### src/rtl/fetch_ctrl_pkg.sv
// Shared types and PC-mux select encodings for the fetch sequencing controller
// and the PC datapath it drives.
package fetch_ctrl_pkg;

  typedef enum logic [1:0] {
    StBoot,
    StFetch,
    StStall,
    StRedir
  } state_e;

  localparam logic [1:0] PCSRC_PLUS4  = 2'b00;
  localparam logic [1:0] PCSRC_TARGET = 2'b01;
  localparam logic [1:0] PCSRC_ALU    = 2'b10;
  localparam logic [1:0] PCSRC_HELD   = 2'b11;

  // JALR wins when both redirect flavours resolve in the same cycle.
  function automatic logic [1:0] redir_src(input logic jalr);
    return jalr ? PCSRC_ALU : PCSRC_TARGET;
  endfunction

endpackage

### src/rtl/fetch_ctrl_if.sv
// Handshake bundle between the fetch controller (master) and the PC datapath,
// decode stage and instruction memory (slave).
interface fetch_ctrl_if #(
  parameter int unsigned WIDTH = 32,
  parameter int unsigned CNT_W = 16
);
  logic             stall_i;
  logic             branch_taken_i;
  logic             jalr_i;
  logic [WIDTH-1:0] target_i;
  logic             imem_ready_i;
  logic             imem_req_o;
  logic             pc_en_o;
  logic [1:0]       pc_src_o;
  logic [WIDTH-1:0] held_tgt_o;
  logic             instr_valid_o;
  logic             flush_o;
  logic [CNT_W-1:0] squash_cnt_o;

  modport master (
    input  stall_i, branch_taken_i, jalr_i, target_i, imem_ready_i,
    output imem_req_o, pc_en_o, pc_src_o, held_tgt_o, instr_valid_o, flush_o, squash_cnt_o
  );

  modport slave (
    output stall_i, branch_taken_i, jalr_i, target_i, imem_ready_i,
    input  imem_req_o, pc_en_o, pc_src_o, held_tgt_o, instr_valid_o, flush_o, squash_cnt_o
  );
endinterface

### src/rtl/fetch_ctrl_sat_counter.sv
// Saturating up-counter; holds at all-ones instead of wrapping.
module sat_counter #(
  parameter int unsigned CNT_W = 16
) (
  input  logic             clk,
  input  logic             rst,
  input  logic             i_inc,
  output logic [CNT_W-1:0] o_cnt
);
  logic [CNT_W-1:0] r_cnt;

  always_ff @(posedge clk or negedge rst) begin
    if (!rst) begin
      r_cnt <= '0;
    end else if (i_inc && (r_cnt != {CNT_W{1'b1}})) begin
      r_cnt <= r_cnt + 1'b1;
    end
  end

  assign o_cnt = r_cnt;
endmodule

### src/rtl/fetch_ctrl.sv
// Fetch sequencing controller: decides PC advance and mux source each cycle,
// handshakes with imem, honours stalls and defers redirects behind an outstanding fetch.
module fetch_ctrl
  import fetch_ctrl_pkg::*;
#(
  parameter int unsigned WIDTH = 32,
  parameter int unsigned CNT_W = 16
) (
  input logic          clk,
  input logic          rst,
  fetch_ctrl_if.master bus
);
  state_e           r_state, w_state_next;
  logic [WIDTH-1:0] r_held;
  logic             w_redir, w_held_load, w_sq_inc;
  logic             w_req, w_en, w_valid, w_flush;
  logic [1:0]       w_src;

  assign w_redir = bus.branch_taken_i | bus.jalr_i;

  always_ff @(posedge clk or negedge rst) begin
    if (!rst) begin
      r_state <= StBoot;
    end else begin
      r_state <= w_state_next;
    end
  end

  always_comb begin
    w_state_next = r_state;
    unique case (r_state)
      StBoot:  w_state_next = StFetch;
      StFetch: begin
        if (w_redir && !bus.imem_ready_i) begin
          w_state_next = StRedir;
        end else if (!w_redir && bus.imem_ready_i && bus.stall_i) begin
          w_state_next = StStall;
        end
      end
      StStall: if (w_redir || !bus.stall_i) w_state_next = StFetch;
      StRedir: if (bus.imem_ready_i) w_state_next = StFetch;
      default: w_state_next = StBoot;
    endcase
  end

  always_comb begin
    w_req       = 1'b0;
    w_en        = 1'b0;
    w_src       = PCSRC_PLUS4;
    w_valid     = 1'b0;
    w_flush     = 1'b0;
    w_held_load = 1'b0;
    w_sq_inc    = 1'b0;
    unique case (r_state)
      StBoot: ;
      StFetch: begin
        w_req = 1'b1;
        if (w_redir) begin
          w_flush = 1'b1;
          if (bus.imem_ready_i) begin
            w_en     = 1'b1;
            w_src    = redir_src(bus.jalr_i);
            w_sq_inc = 1'b1;
          end else begin
            w_held_load = 1'b1;
          end
        end else if (bus.imem_ready_i && !bus.stall_i) begin
          w_en    = 1'b1;
          w_valid = 1'b1;
        end
      end
      StStall: begin
        // Nothing is outstanding here, so a redirect squashes no fetch.
        if (w_redir) begin
          w_en    = 1'b1;
          w_src   = redir_src(bus.jalr_i);
          w_flush = 1'b1;
        end
      end
      StRedir: begin
        w_req = 1'b1;
        if (bus.imem_ready_i) begin
          w_en     = 1'b1;
          w_sq_inc = 1'b1;
          if (w_redir) begin
            w_src   = redir_src(bus.jalr_i);
            w_flush = 1'b1;
          end else begin
            w_src = PCSRC_HELD;
          end
        end else if (w_redir) begin
          w_held_load = 1'b1;
          w_flush     = 1'b1;
        end
      end
      default: ;
    endcase
  end

  always_ff @(posedge clk or negedge rst) begin
    if (!rst) begin
      r_held <= '0;
    end else if (w_held_load) begin
      r_held <= bus.target_i;
    end
  end

  sat_counter #(
    .CNT_W(CNT_W)
  ) u_squash_cnt (
    .clk  (clk),
    .rst  (rst),
    .i_inc(w_sq_inc),
    .o_cnt(bus.squash_cnt_o)
  );

  assign bus.imem_req_o    = w_req;
  assign bus.pc_en_o       = w_en;
  assign bus.pc_src_o      = w_src;
  assign bus.instr_valid_o = w_valid;
  assign bus.flush_o       = w_flush;
  assign bus.held_tgt_o    = r_held;
endmodule

### src/flat_wrapper.sv
// flat-port wrapper written by rule: the top's interface ports become plain ports
module fetch_ctrl_flat import fetch_ctrl_pkg::*;
#(
  parameter int unsigned WIDTH = 32,
  parameter int unsigned CNT_W = 16
)
  (clk, rst, bus_stall_i, bus_branch_taken_i, bus_jalr_i, bus_target_i, bus_imem_ready_i, bus_imem_req_o, bus_pc_en_o, bus_pc_src_o, bus_held_tgt_o, bus_instr_valid_o, bus_flush_o, bus_squash_cnt_o);
  fetch_ctrl_if #(.WIDTH(WIDTH), .CNT_W(CNT_W)) bus_i ();
  input logic clk;
  input logic rst;
  input wire logic [$bits(bus_i.stall_i)-1:0] bus_stall_i;
  input wire logic [$bits(bus_i.branch_taken_i)-1:0] bus_branch_taken_i;
  input wire logic [$bits(bus_i.jalr_i)-1:0] bus_jalr_i;
  input wire logic [$bits(bus_i.target_i)-1:0] bus_target_i;
  input wire logic [$bits(bus_i.imem_ready_i)-1:0] bus_imem_ready_i;
  output wire logic [$bits(bus_i.imem_req_o)-1:0] bus_imem_req_o;
  output wire logic [$bits(bus_i.pc_en_o)-1:0] bus_pc_en_o;
  output wire logic [$bits(bus_i.pc_src_o)-1:0] bus_pc_src_o;
  output wire logic [$bits(bus_i.held_tgt_o)-1:0] bus_held_tgt_o;
  output wire logic [$bits(bus_i.instr_valid_o)-1:0] bus_instr_valid_o;
  output wire logic [$bits(bus_i.flush_o)-1:0] bus_flush_o;
  output wire logic [$bits(bus_i.squash_cnt_o)-1:0] bus_squash_cnt_o;
  assign bus_i.stall_i = bus_stall_i;
  assign bus_i.branch_taken_i = bus_branch_taken_i;
  assign bus_i.jalr_i = bus_jalr_i;
  assign bus_i.target_i = bus_target_i;
  assign bus_i.imem_ready_i = bus_imem_ready_i;
  assign bus_imem_req_o = bus_i.imem_req_o;
  assign bus_pc_en_o = bus_i.pc_en_o;
  assign bus_pc_src_o = bus_i.pc_src_o;
  assign bus_held_tgt_o = bus_i.held_tgt_o;
  assign bus_instr_valid_o = bus_i.instr_valid_o;
  assign bus_flush_o = bus_i.flush_o;
  assign bus_squash_cnt_o = bus_i.squash_cnt_o;
  fetch_ctrl #(.WIDTH(WIDTH), .CNT_W(CNT_W)) u_core (.clk(clk), .rst(rst), .bus(bus_i));
endmodule
### config.mk
export PLATFORM = sky130hd
export DESIGN_NAME = fetch_ctrl_flat
export DESIGN_NICKNAME = d
export VERILOG_FILES = /design/src/rtl/fetch_ctrl_pkg.sv /design/src/rtl/fetch_ctrl_if.sv /design/src/rtl/fetch_ctrl_sat_counter.sv /design/src/rtl/fetch_ctrl.sv /design/src/flat_wrapper.sv
export SDC_FILE = /design/constraint.sdc
export NUM_CORES = 1
export LEC_CHECK = 0
export ABC_AREA = 1
export BUFFER_PORTS_ARGS = -buffer_cell sky130_fd_sc_hd__buf_2
export CAP_MARGIN = 25
export CELL_PAD_IN_SITES_DETAIL_PLACEMENT = 2
export CELL_PAD_IN_SITES_GLOBAL_PLACEMENT = 2
export CORE_UTILIZATION = 30
export DETAILED_ROUTE_END_ITERATION = 8
export HOLD_SLACK_MARGIN = 0.06
export PLACE_DENSITY = 0.88
export REMOVE_ABC_BUFFERS = 1
export SLEW_MARGIN = 20
export SYNTH_ARGS = -nofsm -noshare
export SYNTH_HDL_FRONTEND = slang
export SYNTH_SLANG_ARGS = --single-unit
### constraint.sdc
create_clock -name clk -period 3.95 [get_ports clk]
set_input_delay 1.185 -clock clk [delete_from_list [all_inputs] [get_ports clk]]
set_output_delay 1.185 -clock clk [all_outputs]
set_load 0.1 [all_outputs]
==> results.sh <==
export IMPL_status="complete, no violations"
export IMPL_period_minus_slack_ps=3490
export IMPL_whs_ps=507
export IMPL_grt_pass1_vias=2343
export IMPL_endpoint_kind="primary output"
export IMPL_cts_buffers=5
export IMPL_finalMaxSlewViolations=0
export IMPL_cts_resized=0
export IMPL_drc=0
export IMPL_crit_type="in2out"
export IMPL_powerDensity_mw_per_mm2=726
export IMPL_fin_skew_ps=3.06
export IMPL_num_nets_final=375
export IMPL_dpl_hpwl_um=5200
export IMPL_async_flop_share=1.00
export IMPL_io_pins=92
export IMPL_via_count=2069
export IMPL_clockRootBuffer="clkbuf_8"
export IMPL_die_h_um=90.7
export IMPL_grt_pass1_wl_um=11400
export IMPL_ant_nets=0
export IMPL_worstReg2RegEnd="u_core.u_squash_cnt.o_cnt[2]"
export IMPL_cts_sinks=50
export IMPL_drv_cap=0
export IMPL_drive_gt1_frac=0.415
export IMPL_diodes=0
export IMPL_drtPass1Iterations=4
export IMPL_critPathLaunch="bus_jalr_i"
export IMPL_synth_warnings=0
export IMPL_gp_congestion=0.770
export IMPL_grtUsageTotal=0.171
export IMPL_cts_tree="built"
export IMPL_ys_ff_latch=50
export IMPL_regToRegStartpoint="u_core.u_squash_cnt.o_cnt[0]"
export IMPL_synth_area_leaders="dfrtp_1 53%, mux2_2 14%, nand2_1 11%, nor2_1 3.7%, inv_1 2.4%"
export IMPL_max_freq_mhz=286
export IMPL_timing_critical_path_fanout_max=5
export IMPL_postSynthAreaPerCell_um2=9.75
export IMPL_clk_pin_slew_worst_paths_ps=90
export IMPL_endpoint="bus_instr_valid_o"
export IMPL_syn_cell_area_mm2=0.00236
export IMPL_arrival_ps=2310
export IMPL_seq_area_frac_synth=0.530
export IMPL_yosys_area_top_type="dfrtp_1"
export IMPL_first_iter_violations=27
export IMPL_instances_no_fill=436
export IMPL_wirelength_um=6620
export IMPL_start_util=0.319
export IMPL_ys_flop_type="dfrtp_1"
export IMPL_h_tree_depth=2
export IMPL_startpoint_type="input pin"
export IMPL_antenna_found_initial=0
export IMPL_yosysMostFrequentCell="nand2_1"
export IMPL_synth_top_area_frac=0.530
export IMPL_syn_inst=242
export IMPL_dieArea_mm2=0.00822
export IMPL_hold_class="reg2reg"
export IMPL_setup_viol=0
export IMPL_synth_cell_types=28
export IMPL_p_leak_nw=1.47
export IMPL_peakVddDrop_v=0.000287
export IMPL_grt_start_max_net_pins=33
export IMPL_r2r_setup_slack_ps=2030
export IMPL_synth_edf_count=0
export IMPL_fillers=830
export IMPL_dp_slack_ps=444
export IMPL_r2r_cells=6
export IMPL_dieWidth_um=90.7
export IMPL_post_cts_buffers=0
export IMPL_ctsHoldBuffers=0
export IMPL_clk_latency_ps=290
export IMPL_max_slew_margin=0.503
export IMPL_row_count=31
export IMPL_hold_viol_final=0
export IMPL_area_growth_pct=28.1
export IMPL_clk_path_buf_depth=2
export IMPL_cp_data_required_time_ps=2760
export IMPL_routed_via_density=4.75
export IMPL_yosys_top_cells_count="68 x nand2_1, 50 x dfrtp_1, 30 x mux2_2"
export IMPL_rsz0062_at_grt="false"
export IMPL_placed_cells_incl_taps=428
export IMPL_period_share=0.884
export IMPL_wl_per_cell_um=15.2
export IMPL_core_area_mm2=0.00741
export IMPL_layout_setup_ws_ps=457
export IMPL_worstMarginPinSlew_ps=746
export IMPL_grt_ovfl_total=0
export IMPL_port_buffers=91
## stage by stage
| stage | power, mW | instance area (um2) | setup TNS (ps) | util |
|---|---|---|---|---|
| after floorplan | 1.64 | 2320 | -3220 | - |
| after global placement | 1.82 | 2910 | 0 | 0.393 |
| after detailed placement | 1.86 | 2910 | 0 | 0.393 |
| after CTS | 2.22 | 3020 | 0 | 0.408 |
| after global routing | 2.29 | 3020 | 0 | 0.408 |
| final | 2.19 | 3020 | 0 | 0.408 |
## cell families after synthesis
group	share of synthesized area
AOI/OAI and AO/OA	0.0424
xor gates and xnor gates	0.0260
adders and majority gates	0.00530
buffers and inverters	0.0461
DFF	0.530
muxes	0.153
and+or+nand+nor	0.197
## state kept, by name, summed over array words and instances (netlist names)
signal,flops
u_core.bus.held_tgt_o,32
u_core.r_state,2
u_core.u_squash_cnt.o_cnt,16
## placed cells by master (no fill, tap or decap)
cell type	instances
clkbuf_1	1
inv_1	15
clkinv_1	1
xor2_1	1
nor2_4	1
o21ai_0	8
clkbuf_8	5
nor3_1	2
o211ai_1	1
clkinvlp_4	1
o21ai_2	1
xnor2_1	6
nand4_1	4
buf_2	91
nand3_1	8
nor4_1	1
a21oi_4	1
ha_1	1
or2_2	1
nand2_2	2
bufinv_16	1
a21oi_1	2
inv_2	2
dfrtp_1	50
o21ai_1	2
nor2_1	23
o31ai_1	1
mux2_1	2
nand2_1	68
mux2_2	30
nor2_2	2
buf_4	2
## critical path, stage by stage
cell and delay [ps]:
buf_2 120, nor2_2 260, inv_1 100, nor4_1 160, buf_2 470
## layout make-up
cell class / count / area (um2) / share of cell area
Tap cell: 99 / 124 / 0.0410
Inverter: 18 / 67.6 / 0.0224
Sequential cell: 50 / 1250 / 0.414
Timing Repair Buffer: 93 / 470 / 0.156
Clock buffer: 6 / 72.6 / 0.0240
Multi-Input combinational cell: 168 / 1000 / 0.331
Clock inverter: 2 / 37.5 / 0.0124
## worst min path at each step
stage	depth (start not counted)	startpoint	slack (ps)	end
2_1_floorplan	2	u_core.r_state[1]	590	u_core.r_state[1]
3_3_place_gp	1	u_core.bus.held_tgt_o[30]	470	u_core.bus.held_tgt_o[30]
3_5_place_dp	1	u_core.bus.held_tgt_o[7]	490	u_core.bus.held_tgt_o[7]
4_1_cts	1	u_core.bus.held_tgt_o[4]	510	u_core.bus.held_tgt_o[4]
5_1_grt	1	u_core.bus.held_tgt_o[7]	530	u_core.bus.held_tgt_o[7]
6_report	1	u_core.bus.held_tgt_o[7]	510	u_core.bus.held_tgt_o[7]
## metal layers
metal / share of wire / vias up / GRT usage
met5: 0 / - / 0
met1: 0.41 / 1018 / 0.201
li1: - / 970 / -
met3: 0.049 / 9 / 0.0328
met4: 0.012 / 0 / 0.0309
met2: 0.53 / 72 / 0.320
## power breakdown
group | switching (mW) | total [mW] | internal (mW)
clock network | 0.169 | 0.359 | 0.189
registers | 0.0847 | 0.696 | 0.611
logic | 0.948 | 1.14 | 0.192
total | 1.20 | 2.19 | 0.992
Note: power is estimated with default switching activity, not from simulation.
